<file path="config.mk">
export PLATFORM = sky130hd
export DESIGN_NAME = fifo_pkt
export DESIGN_NICKNAME = d
export VERILOG_FILES = /design/src/rtl/fifo_pkt.sv
export SDC_FILE = /design/constraint.sdc
export NUM_CORES = 1
export LEC_CHECK = 0
export BUFFER_PORTS_ARGS = -buffer_cell sky130_fd_sc_hd__buf_4
export CELL_PAD_IN_SITES_DETAIL_PLACEMENT = 0
export CELL_PAD_IN_SITES_GLOBAL_PLACEMENT = 1
export CORE_ASPECT_RATIO = 1.25
export CORE_MARGIN = 2
export CORE_UTILIZATION = 50
export DETAILED_ROUTE_END_ITERATION = 7
export GPL_TIMING_DRIVEN = 1
export MAX_ROUTING_LAYER = met4
export PLACE_DENSITY_LB_ADDON = 0.1
export SLEW_MARGIN = 20
export SYNTH_ARGS = -nofsm -noshare
export SYNTH_HDL_FRONTEND = slang
export SYNTH_SLANG_ARGS = --single-unit
</file>
<file path="constraint.sdc">
create_clock -name clk -period 3.75 [get_ports clk]
set_input_delay 0.375 -clock clk [delete_from_list [all_inputs] [get_ports clk]]
set_output_delay 0.375 -clock clk [all_outputs]
set_load 0.01 [all_outputs]
</file>
<file path="src/rtl/fifo_pkt.sv">
// Packet-aware DTI FIFO with stream/threshold/packet release; write-to-valid latency 1 cycle (2 with REGOUT).
// Backpressure: din_ready drops when full unless a pop frees a slot in the same cycle; dout holds until dout_ready.
module fifo_pkt #(
  parameter int DIN       = 16,
  parameter int DEPTH     = 64,
  parameter int MODE      = 0,
  parameter int THRESHOLD = 0,
  parameter int REGOUT    = 0,
  localparam int CW       = $clog2(DEPTH)
) (
  input  logic           clk,
  input  logic           rst,
  input  logic           flush,
  input  logic [DIN-1:0] din_data,
  input  logic           din_valid,
  output logic           din_ready,
  output logic [DIN-1:0] dout_data,
  output logic           dout_valid,
  input  logic           dout_ready,
  output logic [CW:0]    level,
  output logic [CW:0]    pkt_cnt,
  output logic           full,
  output logic           empty
);

  logic [DIN-1:0] ram [DEPTH];
  logic [CW:0]    wptr;
  logic [CW:0]    rptr;
  logic [DIN-1:0] head;
  logic           rel;
  logic           pop;
  logic           wr;

  assign level = wptr - rptr;
  assign full  = (level == (CW+1)'(DEPTH));
  assign empty = (level == '0);
  assign head  = ram[rptr[CW-1:0]];

  // A stored eot always releases in threshold mode so a short final frame cannot stall.
  always_comb begin
    rel = 1'b0;
    case (MODE)
      1:       rel = !empty && ((level >= (CW+1)'(THRESHOLD)) || (pkt_cnt != '0));
      2:       rel = !empty && ((pkt_cnt != '0) || full);
      default: rel = !empty;
    endcase
  end

  assign pop       = rel && ((REGOUT != 0) ? (!dout_valid || dout_ready) : dout_ready);
  assign din_ready = !flush && (!full || pop);
  assign wr        = din_valid && din_ready;

  always_ff @(posedge clk) begin
    if (!rst || flush) begin
      wptr    <= '0;
      rptr    <= '0;
      pkt_cnt <= '0;
    end else begin
      if (wr)
        wptr <= wptr + (CW+1)'(1);
      if (pop)
        rptr <= rptr + (CW+1)'(1);
      case ({wr && din_data[DIN-1], pop && head[DIN-1]})
        2'b10:   pkt_cnt <= pkt_cnt + (CW+1)'(1);
        2'b01:   pkt_cnt <= pkt_cnt - (CW+1)'(1);
        default: pkt_cnt <= pkt_cnt;
      endcase
    end
  end

  always_ff @(posedge clk) begin
    if (wr)
      ram[wptr[CW-1:0]] <= din_data;
  end

  if (REGOUT != 0) begin : g_regout
    logic [DIN-1:0] oreg;
    logic           ovld;

    always_ff @(posedge clk) begin
      if (!rst || flush) begin
        oreg <= '0;
        ovld <= 1'b0;
      end else if (pop) begin
        oreg <= head;
        ovld <= 1'b1;
      end else if (dout_ready) begin
        ovld <= 1'b0;
      end
    end

    assign dout_data  = oreg;
    assign dout_valid = ovld;
  end else begin : g_combout
    assign dout_data  = head;
    assign dout_valid = rel;
  end

endmodule
</file>
==> flow_summary_export.csv <==
group,metric,value,unit
outcome,status,"finished with violations",
outcome,violations,"setup timing",
layout,layout-drive-gt1-share,0.3914,
floorplan,die_y,323.1,um
drt,drt_iter0_drc,1706,
drt,post_drt_wl_per_cell,30.72,um
grt,grt_max_degree,65,
timing,skew,0.02535,ns
synthesis,synth_seq_cells,1051,
drt,drt_pass1_iterations,5,
timing,relSlewSlack,0.2266,
clock_tree,cts_tree,"done",
layout,final_common_cell,"edfxtp_1",
place,dpl.hpwl,56220,um
layout,syn2layout_area_growth,18.28,%
power_and_ir_drop,power.density,514.8,nW/um2
critical_path,worstPathMaxFanout,6,
synthesis,synth_seq_area_share,0.7681,
synthesis,synth_fa_ha_area_frac,0.005283,
synthesis,synth_xor_area_frac,0.002365,
clock_tree,clk_latency,0.66,ns
power_and_ir_drop,max-vdd-ir-drop,0.3387,mV
timing,period_share,1.003,
timing,timing.hold.ws,0.04880,ns
synthesis,synth_mux_area_frac,0.1762,
synthesis,synth_top_family_by_area,"multiplexers",
critical_path,critical_path_class,"reg2out",
clock_tree,cts-root-buf,"clkbuf_16",
grt,antenna_found_initial,2,
layout,final_cell_mix,"1024 x edfxtp_1, 316 x mux4_2, 201 x buf_4",
synthesis,yosys_warnings,0,
grt,grt_pass1_wl,141000,um
power_and_ir_drop,leakage,0.01499,uW
clock_tree,htreeDepth,3,
timing,finalMaxSlewViolations,0,
grt,gr-total-overflow,0,
synthesis,synthCells,1782,
place,numPortBuffers,54,
clock_tree,clk_pin_slew,0.06,ns
synthesis,ys_async_sr_fraction,0,
floorplan,rows,117,
floorplan,io-pin-count,55,
critical_path,cp-end-kind,"primary output",
critical_path,cp-start-kind,"flop",
synthesis,synth_fp_nets,1819,
timing,worstMarginPinSlew,1.160,ns
synthesis,synthSimpleGateAreaFrac,0.02033,
timing,setup_viol,1,
flow_run,max-cap-violations,0,
grt,first_global_vias,20090,
floorplan,core_area,81100,um2
floorplan,die-area,83790,um2
synthesis,synth_compound_area_frac,0.01582,
min_path,hp-class,"in2reg",
clock_tree,holdBufCountCts,0,
critical_path,crit_required,3.38,ns
critical_path,worstPathArrival,3.39,ns
clock_tree,cts_num_sinks,1051,
layout,fin_nets,2096,
drt,via_count,19480,
timing,hold_viol_final,0,
drt,final_antenna_net_count,0,
drt,drc,0,
clock_tree,cts_buffers,99,
clock_tree,clockBufferDepth,3,
synthesis,synth_cell_type_count,58,
drt,avgViaCountPerCell,6.054,
synthesis,synth_edf_count,1024,
synthesis,synth.avg_cell_area,22.86,um2
timing,timing.fmax,0.2659,GHz
synthesis,synthFlopType,"edfxtp_1",
drt,drt_wl_total,98870,um
place,place_ws,-0.1280,ns
synthesis,syn_area,40740,um2
timing,grt_setup_unrepaired,"yes",
grt,grt_use_total,0.2473,
timing,fin_crit,3.761,ns
timing,fin_ws,-0.01066,ns
floorplan,initial_core_util,0.5023,
place,place.gp.congestion,0.7961,
floorplan,die_x,259.3,um
worst max-delay path, stage by stage (launching register included):
cell	delay, ns
dfxtp_4	0.43
buf_12	0.14
buf_16	0.15
buf_16	0.15
buf_12	0.11
mux4_2	0.49
mux4_2	0.59
a22oi_2	0.35
nand2_1	0.12
buf_4	0.16
cell type report:
class	instances	area (um2)
tap	1071	1340
multi-input combinational	617	9360
inverter	23	86.33
fill	5874	32920
timing repair buffer	267	2859
antenna	6	15.01
sequential	1051	31310
clock inverter	56	518.0
clock buffer	127	2698
path summary, 6_finish.rpt:
kind / start / end / slack, ns / cells past startpoint
min: din_valid / wptr[4] / 0.05 / 2
min reg2reg: pkt_cnt[4] / pkt_cnt[4] / 0.49 / 2
max: flop / dout_data[4] / -0.01 / 9
max reg2reg: wptr[0] / pkt_cnt[5] / 0.17 / 19
what timing repair did:
item                                    4_1_cts  5_1_grt
gates cloned                                  7        2
pin swaps                                    17       23
endpoints found under the setup margin       16       18
buffers inserted                             19       21
gates resized for setup                      59       33
per-stage QoR:
step                      utilization  total power, uW  instance area [um2]  setup TNS, ns  cells
final                          0.5941            24810                48190       -0.01066   3218
after global routing           0.5940            25550                48170        -0.3711   3213
after CTS                      0.5893            24920                47790        -0.2274   3189
after detailed placement       0.5409            14790                43870        -0.2695   2982
after global placement         0.5409            14760                43870        -0.2365   2982
after floorplan                     -            14160                40810              0   1782
cells by family after synthesis:
| family | count (synthesis) |
|---|---|
| compound gates | 89 |
| xor+xnor | 11 |
| fa+ha+maj | 16 |
| buf+inv | 114 |
| flops | 1051 |
| mux | 322 |
| simple gates | 179 |
power by group:
part	internal [uW]	total [uW]	switching (uW)
Sequential	12900	12900	15.3
Combinational	1010	1920	914
Clock	5750	9980	4220
Total	19700	24800	5150
registers in the layout, indices dropped and copies added (netlist names), named ones only:
signal   flops
rptr         7
pkt_cnt      7
wptr         7
ram       1024
metal layers:
layer | vias up | routed length [um] | global-route usage
met5 | - | 0 | -
met4 | 0 | 2722 | 0.07676
met3 | 136 | 4636 | 0.03244
met2 | 556 | 52080 | 0.4157
met1 | 10650 | 39430 | 0.3167
li1 | 8136 | - | -
synthesized netlist by cell type, types with 2 or more instances:
master,count,area share
o31ai_1,2,0.00037
mux2i_1,5,0.0012
inv_1,23,0.0021
o22ai_1,3,0.00046
buf_1,11,0.0010
buf_6,2,0.00055
o21a_1,4,0.00074
o2111ai_1,2,0.00043
dfxtp_1,27,0.013
or4_1,6,0.0011
nand2_1,31,0.0029
nor2_1,90,0.0083
nor2b_1,8,0.0012
fa_1,2,0.00098
a21oi_1,20,0.0025
and2_1,2,0.00031
or2_2,2,0.00031
clkbuf_1,45,0.0041
ha_1,14,0.0043
buf_2,32,0.0039
a22oi_1,30,0.0055
o21ai_0,8,0.00098
xor2_1,4,0.00086
nand4_1,3,0.00046
a21o_1,2,0.00037
a31oi_1,2,0.00031
or3_1,6,0.00092
mux4_2,316,0.17
nand2b_1,3,0.00046
and3_1,5,0.00077
a41o_1,2,0.00049
a211oi_1,2,0.00037
xnor2_1,7,0.0015
nand3_1,9,0.0011
nand3b_1,5,0.00092
nor3_1,2,0.00025
edfxtp_1,1024,0.75
Note: power is estimated with default switching activity, not from simulation.
